$ cat src/rtl/dkong_pkg.sv
// Shared definitions for the Donkey Kong CPU-side VRAM access path.
package dkong_pkg;

    localparam int unsigned CPU_AW  = 16;
    localparam int unsigned VRAM_AW = 10;
    localparam int unsigned DATA_W  = 8;
    localparam int unsigned TAG_W   = CPU_AW - VRAM_AW;

    // First CPU address of the 1 KiB tile VRAM window
    localparam logic [CPU_AW-1:0] VRAM_BASE = 16'h7400;

    // Access sequencer state encoding
    localparam logic [1:0] ST_IDLE      = 2'd0;
    localparam logic [1:0] ST_WAIT_BUSY = 2'd1;
    localparam logic [1:0] ST_ACCESS    = 2'd2;
    localparam logic [1:0] ST_DONE      = 2'd3;

    // One latched CPU request: VRAM offset, write data, direction
    typedef struct packed {
        logic [VRAM_AW-1:0] addr;
        logic [DATA_W-1:0]  wdata;
        logic               wr;
    } vram_req_t;

    // True when the upper CPU address bits select the VRAM window
    function automatic logic vram_win_hit(input logic [TAG_W-1:0] ab_tag,
                                          input logic [TAG_W-1:0] base_tag);
        return ab_tag == base_tag;
    endfunction

endpackage

$ cat src/rtl/dkong_vram_cpu_if_if.sv
// Z80 bus and VRAM CPU-port signals seen by the VRAM access initiator.
interface dkong_vram_cpu_if_if;
    import dkong_pkg::*;

    // Z80 side
    logic [CPU_AW-1:0]  I_CPU_AB;
    logic [DATA_W-1:0]  I_CPU_DB;
    logic               I_CPU_MREQn;
    logic               I_CPU_RDn;
    logic               I_CPU_WRn;
    logic [DATA_W-1:0]  O_CPU_DB;
    logic               O_CPU_WAITn;

    // VRAM side
    logic               I_VRAMBUSYn;
    logic [DATA_W-1:0]  I_VRAM_DB;
    logic [VRAM_AW-1:0] O_VRAM_AB;
    logic [DATA_W-1:0]  O_VRAM_DB;
    logic               O_VRAM_WRn;
    logic               O_VRAM_RDn;

    // Status
    logic               O_TMO;

    // Environment view: drives CPU requests and VRAM status/data
    modport master (
        output I_CPU_AB, I_CPU_DB, I_CPU_MREQn, I_CPU_RDn, I_CPU_WRn,
        output I_VRAMBUSYn, I_VRAM_DB,
        input  O_CPU_DB, O_CPU_WAITn,
        input  O_VRAM_AB, O_VRAM_DB, O_VRAM_WRn, O_VRAM_RDn,
        input  O_TMO
    );

    // Initiator view
    modport slave (
        input  I_CPU_AB, I_CPU_DB, I_CPU_MREQn, I_CPU_RDn, I_CPU_WRn,
        input  I_VRAMBUSYn, I_VRAM_DB,
        output O_CPU_DB, O_CPU_WAITn,
        output O_VRAM_AB, O_VRAM_DB, O_VRAM_WRn, O_VRAM_RDn,
        output O_TMO
    );

endinterface

$ cat src/rtl/dkong_vram_cpu_if.sv
// CPU-side initiator for the tile VRAM port: decodes Z80 accesses to the
// VRAM window, holds the CPU on WAITn while video owns VRAM, then runs a
// fixed-length strobed access and returns read data.
module dkong_vram_cpu_if
    import dkong_pkg::*;
#(
    parameter logic [CPU_AW-1:0] BASE_ADDR = VRAM_BASE,
    parameter int unsigned       ACC_CYC   = 2,     // >= 2: read data lags address by one cycle
    parameter int unsigned       TMO_CYC   = 1023
) (
    input  logic                    CLK_24M,
    input  logic                    I_RESETn,
    input  logic                    CLK_EN,
    dkong_vram_cpu_if_if.slave      bus
);

    localparam int unsigned       ACW      = $clog2(ACC_CYC);
    localparam int unsigned       TW       = $clog2(TMO_CYC + 1);
    localparam logic [ACW-1:0]    ACC_LOAD = ACW'(ACC_CYC - 1);
    localparam logic [TW-1:0]     TMO_LAST = TW'(TMO_CYC);

    logic [1:0]         state_q, state_d;
    vram_req_t          req_q, req_d;
    logic [ACW-1:0]     acc_cnt_q, acc_cnt_d;
    logic [TW-1:0]      tmo_cnt_q, tmo_cnt_d;
    logic               tmo_q, tmo_d;
    logic               wrn_q, wrn_d;
    logic               rdn_q, rdn_d;
    logic [VRAM_AW-1:0] vab_q, vab_d;
    logic [DATA_W-1:0]  vdb_q, vdb_d;
    logic [DATA_W-1:0]  cdb_q, cdb_d;
    logic               hit_c;
    logic               wait_c;

    // Window decode of a Z80 memory read or write
    assign hit_c = !bus.I_CPU_MREQn && (!bus.I_CPU_RDn || !bus.I_CPU_WRn) &&
                   vram_win_hit(bus.I_CPU_AB[CPU_AW-1:VRAM_AW], BASE_ADDR[CPU_AW-1:VRAM_AW]);

    // Hold the CPU from the decode cycle until the access has finished
    assign wait_c = (hit_c && (state_q == ST_IDLE)) ||
                    (state_q == ST_WAIT_BUSY) || (state_q == ST_ACCESS);

    // State register
    always_ff @(posedge CLK_24M or negedge I_RESETn) begin
        if (!I_RESETn) begin
            state_q <= ST_IDLE;
        end else if (CLK_EN) begin
            state_q <= state_d;
        end
    end

    // Next-state, counter and registered-output decode
    always_comb begin
        state_d   = state_q;
        req_d     = req_q;
        acc_cnt_d = acc_cnt_q;
        tmo_cnt_d = tmo_cnt_q;
        tmo_d     = tmo_q;
        cdb_d     = cdb_q;
        vab_d     = vab_q;
        wrn_d     = 1'b1;
        rdn_d     = 1'b1;
        vdb_d     = '0;

        case (state_q)
            ST_IDLE: begin
                if (hit_c) begin
                    req_d.addr  = bus.I_CPU_AB[VRAM_AW-1:0];
                    req_d.wdata = bus.I_CPU_DB;
                    req_d.wr    = !bus.I_CPU_WRn;   // RDn and WRn both low counts as a write
                    state_d     = ST_WAIT_BUSY;
                end
            end
            ST_WAIT_BUSY: begin
                if (bus.I_VRAMBUSYn) begin
                    acc_cnt_d = ACC_LOAD;
                    state_d   = ST_ACCESS;
                end else if (tmo_cnt_q == TMO_LAST) begin
                    tmo_d     = 1'b1;
                    acc_cnt_d = ACC_LOAD;
                    state_d   = ST_ACCESS;
                end else begin
                    tmo_cnt_d = tmo_cnt_q + TW'(1);
                end
            end
            ST_ACCESS: begin
                // Committed: VRAMBUSYn is ignored until the strobe completes
                if (acc_cnt_q == '0) begin
                    if (!req_q.wr) begin
                        cdb_d = bus.I_VRAM_DB;
                    end
                    state_d = ST_DONE;
                end else begin
                    acc_cnt_d = acc_cnt_q - ACW'(1);
                end
            end
            ST_DONE: begin
                if (bus.I_CPU_MREQn) begin
                    cdb_d     = '0;
                    tmo_cnt_d = '0;
                    state_d   = ST_IDLE;
                end
            end
            default: begin
                state_d = ST_IDLE;
            end
        endcase

        // Strobes, address and write data follow the state being entered
        if (state_d == ST_ACCESS) begin
            vab_d = req_d.addr;
            if (req_d.wr) begin
                wrn_d = 1'b0;
                vdb_d = req_d.wdata;
            end else begin
                rdn_d = 1'b0;
            end
        end
    end

    // Datapath and output registers, frozen while CLK_EN is low
    always_ff @(posedge CLK_24M or negedge I_RESETn) begin
        if (!I_RESETn) begin
            req_q     <= '0;
            acc_cnt_q <= '0;
            tmo_cnt_q <= '0;
            tmo_q     <= 1'b0;
            wrn_q     <= 1'b1;
            rdn_q     <= 1'b1;
            vab_q     <= '0;
            vdb_q     <= '0;
            cdb_q     <= '0;
        end else if (CLK_EN) begin
            req_q     <= req_d;
            acc_cnt_q <= acc_cnt_d;
            tmo_cnt_q <= tmo_cnt_d;
            tmo_q     <= tmo_d;
            wrn_q     <= wrn_d;
            rdn_q     <= rdn_d;
            vab_q     <= vab_d;
            vdb_q     <= vdb_d;
            cdb_q     <= cdb_d;
        end
    end

    assign bus.O_CPU_WAITn = !I_RESETn || !wait_c;
    assign bus.O_CPU_DB    = cdb_q;
    assign bus.O_VRAM_AB   = vab_q;
    assign bus.O_VRAM_DB   = vdb_q;
    assign bus.O_VRAM_WRn  = wrn_q;
    assign bus.O_VRAM_RDn  = rdn_q;
    assign bus.O_TMO       = tmo_q;

endmodule

$ cat src/flat_wrapper.sv
// flat-port wrapper written by rule: the top's interface ports become plain ports
module dkong_vram_cpu_if_flat import dkong_pkg::*;
#(
    parameter logic [CPU_AW-1:0] BASE_ADDR = VRAM_BASE,
    parameter int unsigned       ACC_CYC   = 2,                                                 
    parameter int unsigned       TMO_CYC   = 1023
)
  (CLK_24M, I_RESETn, CLK_EN, bus_I_CPU_AB, bus_I_CPU_DB, bus_I_CPU_MREQn, bus_I_CPU_RDn, bus_I_CPU_WRn, bus_I_VRAMBUSYn, bus_I_VRAM_DB, bus_O_CPU_DB, bus_O_CPU_WAITn, bus_O_VRAM_AB, bus_O_VRAM_DB, bus_O_VRAM_WRn, bus_O_VRAM_RDn, bus_O_TMO);
  dkong_vram_cpu_if_if bus_i ();
  input  logic CLK_24M;
  input  logic I_RESETn;
  input  logic CLK_EN;
  input wire logic [$bits(bus_i.I_CPU_AB)-1:0] bus_I_CPU_AB;
  input wire logic [$bits(bus_i.I_CPU_DB)-1:0] bus_I_CPU_DB;
  input wire logic [$bits(bus_i.I_CPU_MREQn)-1:0] bus_I_CPU_MREQn;
  input wire logic [$bits(bus_i.I_CPU_RDn)-1:0] bus_I_CPU_RDn;
  input wire logic [$bits(bus_i.I_CPU_WRn)-1:0] bus_I_CPU_WRn;
  input wire logic [$bits(bus_i.I_VRAMBUSYn)-1:0] bus_I_VRAMBUSYn;
  input wire logic [$bits(bus_i.I_VRAM_DB)-1:0] bus_I_VRAM_DB;
  output wire logic [$bits(bus_i.O_CPU_DB)-1:0] bus_O_CPU_DB;
  output wire logic [$bits(bus_i.O_CPU_WAITn)-1:0] bus_O_CPU_WAITn;
  output wire logic [$bits(bus_i.O_VRAM_AB)-1:0] bus_O_VRAM_AB;
  output wire logic [$bits(bus_i.O_VRAM_DB)-1:0] bus_O_VRAM_DB;
  output wire logic [$bits(bus_i.O_VRAM_WRn)-1:0] bus_O_VRAM_WRn;
  output wire logic [$bits(bus_i.O_VRAM_RDn)-1:0] bus_O_VRAM_RDn;
  output wire logic [$bits(bus_i.O_TMO)-1:0] bus_O_TMO;
  assign bus_i.I_CPU_AB = bus_I_CPU_AB;
  assign bus_i.I_CPU_DB = bus_I_CPU_DB;
  assign bus_i.I_CPU_MREQn = bus_I_CPU_MREQn;
  assign bus_i.I_CPU_RDn = bus_I_CPU_RDn;
  assign bus_i.I_CPU_WRn = bus_I_CPU_WRn;
  assign bus_i.I_VRAMBUSYn = bus_I_VRAMBUSYn;
  assign bus_i.I_VRAM_DB = bus_I_VRAM_DB;
  assign bus_O_CPU_DB = bus_i.O_CPU_DB;
  assign bus_O_CPU_WAITn = bus_i.O_CPU_WAITn;
  assign bus_O_VRAM_AB = bus_i.O_VRAM_AB;
  assign bus_O_VRAM_DB = bus_i.O_VRAM_DB;
  assign bus_O_VRAM_WRn = bus_i.O_VRAM_WRn;
  assign bus_O_VRAM_RDn = bus_i.O_VRAM_RDn;
  assign bus_O_TMO = bus_i.O_TMO;
  dkong_vram_cpu_if #(.BASE_ADDR(BASE_ADDR), .ACC_CYC(ACC_CYC), .TMO_CYC(TMO_CYC)) u_core (.CLK_24M(CLK_24M), .I_RESETn(I_RESETn), .CLK_EN(CLK_EN), .bus(bus_i));
endmodule
$ cat config.mk
export PLATFORM = sky130hd
export DESIGN_NAME = dkong_vram_cpu_if_flat
export DESIGN_NICKNAME = d
export VERILOG_FILES = /design/src/rtl/dkong_pkg.sv /design/src/rtl/dkong_vram_cpu_if_if.sv /design/src/rtl/dkong_vram_cpu_if.sv /design/src/flat_wrapper.sv
export SDC_FILE = /design/constraint.sdc
export NUM_CORES = 1
export LEC_CHECK = 0
export CELL_PAD_IN_SITES_DETAIL_PLACEMENT = 1
export CELL_PAD_IN_SITES_GLOBAL_PLACEMENT = 2
export CORE_MARGIN = 4
export CORE_UTILIZATION = 30
export CTS_BUF_LIST = sky130_fd_sc_hd__clkbuf_8 sky130_fd_sc_hd__clkbuf_16
export CTS_CLUSTER_SIZE = 20
export DETAILED_ROUTE_END_ITERATION = 12
export GPL_ROUTABILITY_DRIVEN = 0
export HOLD_SLACK_MARGIN = 0.05
export PLACE_DENSITY_LB_ADDON = 0.1
export SLEW_MARGIN = 10
export SYNTH_ARGS = -nofsm -noshare
export SYNTH_HDL_FRONTEND = slang
export SYNTH_SLANG_ARGS = --single-unit
$ cat constraint.sdc
create_clock -name CLK_24M -period 3.7 [get_ports CLK_24M]
set_clock_uncertainty 0.2 [all_clocks]
set_input_delay 0.925 -clock CLK_24M [delete_from_list [all_inputs] [get_ports CLK_24M]]
set_output_delay 0.925 -clock CLK_24M [all_outputs]
set_load 0.01 [all_outputs]
==> results.cfg <==
[grt]
globalRoute.busiestLayer = met2
global_route.usage.met2_pct = 19.0
grt_pass1_vias = 2251
grt_util_all_layers_pct = 13.2
global_route_wire_length_before_repair_um = 11900
gr-total-overflow = 0
initial_antenna_violation_count = 0
grt_util_met3_pct = 3.07
grt_util_met1_pct = 18.8
grt_max_degree = 62

[synthesis]
synth_fp_nets = 285
fraction_of_the_mapped_netlist_area_in_compound_gates_pct = 9.95
yosys.area_share.simple_pct = 12.6
xor_and_xnor_fraction_of_the_mapped_netlist_area_pct = 0
yosys_warn_count = 0
synth-adder-area-share_pct = 0.425
synthesis.area_per_instance_um2 = 12.0
synth-seq-area-share_pct = 52.0
mappedNetlistArea_um2 = 2940
post_synthesis_mux_area_share_pct = 21.3
synth_cell_types = 39
postSynthCellCount = 245
postSynthRegisterBits = 61
synth_top_family_by_area = multiplexers

[route]
avgRoutedWirePerCell_um = 16.0
routed_wirelength_um = 7260
vias_per_cell = 4.76
drcViolationCount = 0
detail_route.iter0.violations = 42
drt_first_pass_iters = 4
final_antenna_net_count = 0
detailroute.via_count = 2163

[worst_setup_path]
worst_path_largest_cell_delay_ns = 0.48
critical-path-top-cell-by-count = clkdlybuf4s50_1
timing.critical_path.fanout_max = 2
critical_path_sink_type = output port
worst_ep_required_time_ns = 2.57
path_class = primary input to output port
critical_path.slowest_cell = clkdlybuf4s50_1
crit_path_start_kind = primary input
cells_traversed_along_the_worst_timing_path = clkdlybuf4s50_1, nand4bb_4, a211oi_2, o211ai_1, clkdlybuf4s50_1
reg2reg_depth = 4
critical_path_arrival_ns = 2.46

[clock_tree]
clock_latency_ns = 0.34
numClockSinks = 61
cts.clk_slew.worst_paths_ns = 0.06
cts_buffers = 9
clk_root_buffer_cell = clkbuf_8
htree_levels = 3
tritoncts_clock_tree = yes
cts.path.max_buffers = 2

[finish]
area_growth_syn_to_layout_pct = 35.4
post_route_cells_drive_above_1_share_pct = 22.5
diodes = 0
mostFrequentLayoutCell = clkdlybuf4s50_1
num-fill-cells = 1022
layout.cells.most_common_list = 67 x clkdlybuf4s50_1, 59 x dfrtp_1, 31 x nand2_1
finish.net_count = 360

[placement]
pre_cts_slack_ns = 0.000323
io_buffer_count = 68
detailedPlacementHpwl_um = 4970

[die]
design.portCount = 69
design.core.area_um2 = 9370
die_area_um2 = 11500
row_count = 35
floorplan.die.width_um = 107
start_util_pct = 31.4
die_h_um = 107

[job]
cap_viol_max_count = 0

[pwr]
peakVddDrop_uv = 173
power.leakage_nw = 1.82
fin_total_pwr_mw = 2.02
pwr_density_cell_nw_per_um2 = 506

[sta]
timing.max_slew.rel_slack_pct = 46.8
final_hold_viol_count = 0
setup_viol = 0
layout_worst_path_cycle_share_pct = 97.0
unrepaired_setup_endpoints_after_global_routing = no
fmaxAchievable_mhz = 279
timing.final.max_slew_violations = 0
fin_setup_tns_ns = 0
final.setup.worst_slack_ns = 0.110
worst_slew_pin_slew_ns = 0.797
final_period_minus_worst_setup_slack_ns = 3.59

[min_path]
min_path_cells = 1
hp_class = register to register

[run_status]
status = finished clean
-- synth_stat cells, drive strengths merged --
cell | n | area (um^2)
buf | 7 | 68.8
nand2 | 31 | 116
mux2 | 40 | 495
a211o | 1 | 8.76
o21a | 1 | 7.51
o31ai | 7 | 52.6
nor2 | 3 | 11.3
and2b | 1 | 10.0
clkbuf | 6 | 22.5
dfrtp | 59 | 1480
or3 | 1 | 6.26
a2111o | 1 | 11.3
o21ai | 13 | 65.1
nand2b | 5 | 31.3
and3 | 1 | 6.26
nor3b | 1 | 7.51
nor3 | 3 | 15.0
nor4 | 5 | 31.3
dfstp | 2 | 52.6
a211oi | 2 | 15.0
o31a | 1 | 8.76
a31o | 1 | 8.76
nand4bb | 1 | 27.5
o2bb2ai | 8 | 70.1
o211ai | 2 | 15.0
a21oi | 6 | 30.0
nand4 | 4 | 25.0
or4 | 3 | 22.5
nand3b | 2 | 15.0
or2 | 2 | 12.5
ha | 1 | 12.5
inv | 5 | 18.8
mux2i | 13 | 130
and2 | 2 | 13.8
nand3 | 4 | 20.0
-- flip-flops by register name, indices dropped and copies added (netlist names) --
signal                 flops
u_core.bus.O_CPU_DB        8
u_core.state_q             2
u_core.bus.O_VRAM_AB      10
u_core.bus.O_VRAM_DB       8
u_core.tmo_cnt_q          10
u_core.acc_cnt_q           1
u_core.bus.O_VRAM_RDn      1
u_core.bus.O_TMO           1
u_core.req_q              19
u_core.bus.O_VRAM_WRn      1
-- final timing paths --
path | start | slack, ns | end
max in group asynchronous | I_RESETn | 2.18 | u_core.tmo_cnt_q[7]
min | u_core.bus.O_TMO | 0.27 | u_core.bus.O_TMO
max | bus_I_CPU_MREQn | 0.11 | bus_O_CPU_WAITn
min reg2reg | u_core.bus.O_TMO | 0.27 | u_core.bus.O_TMO
max reg2reg | u_core.state_q[0] | 1.33 | u_core.bus.O_VRAM_AB[4]
min in group asynchronous | I_RESETn | 0.58 | u_core.bus.O_CPU_DB[4]
-- what timing repair did --
item / 4_1_cts / 5_1_grt
endpoints found under the setup margin: 1 / 0
gates resized for setup: 1 / 0
hold endpoints to repair: 0 / 0
hold buffers: 0 / 0
setup buffers: 0 / 0
-- worst max-delay path, delay by kind of cell --
| family | cells | cell delay, ns |
|---|---|---|
| compound gates | 2 | 0.40 |
| simple gates | 1 | 0.22 |
| buf+inv | 2 | 0.92 |
-- cell type report --
| class | instances | area (um^2) | share of cell area [%] |
|---|---|---|---|
| clock inverter | 6 | 86.3 | 2.17 |
| sequential | 61 | 1530 | 38.4 |
| inverter | 5 | 18.8 | 0.471 |
| tap | 129 | 161 | 4.05 |
| multi-input combinational | 166 | 1310 | 32.8 |
| clock buffer | 10 | 138 | 3.45 |
| timing repair buffer | 77 | 743 | 18.7 |
-- stage by stage --
stage	cells	hold WS (ns)	cell area, um^2	util, %
6_report	454	0.266	3980	42.5
5_1_grt	454	0.299	3980	42.5
4_1_cts	454	0.274	3980	42.5
3_5_place_dp	438	0.264	3750	40.1
3_3_place_gp	438	0.252	3750	40.1
2_1_floorplan	245	0.274	2940	-
-- cells by family after synthesis --
kind of cell / Yosys count
flops: 61
mux: 53
fa+ha+maj: 1
buf+inv: 18
compound gates: 43
simple gates: 69
-- per-layer routing --
metal,vias to the layer above,part of all wire [%]
li1,1039,-
met1,1058,49
met2,55,45
met3,11,4.3
met4,0,1.5
met5,-,0
-- where the power goes --
group | switching, mW | internal (mW)
registers | 0.0847 | 0.757
logic | 0.239 | 0.263
clock network | 0.277 | 0.396
Note: power is estimated with default switching activity, not from simulation.
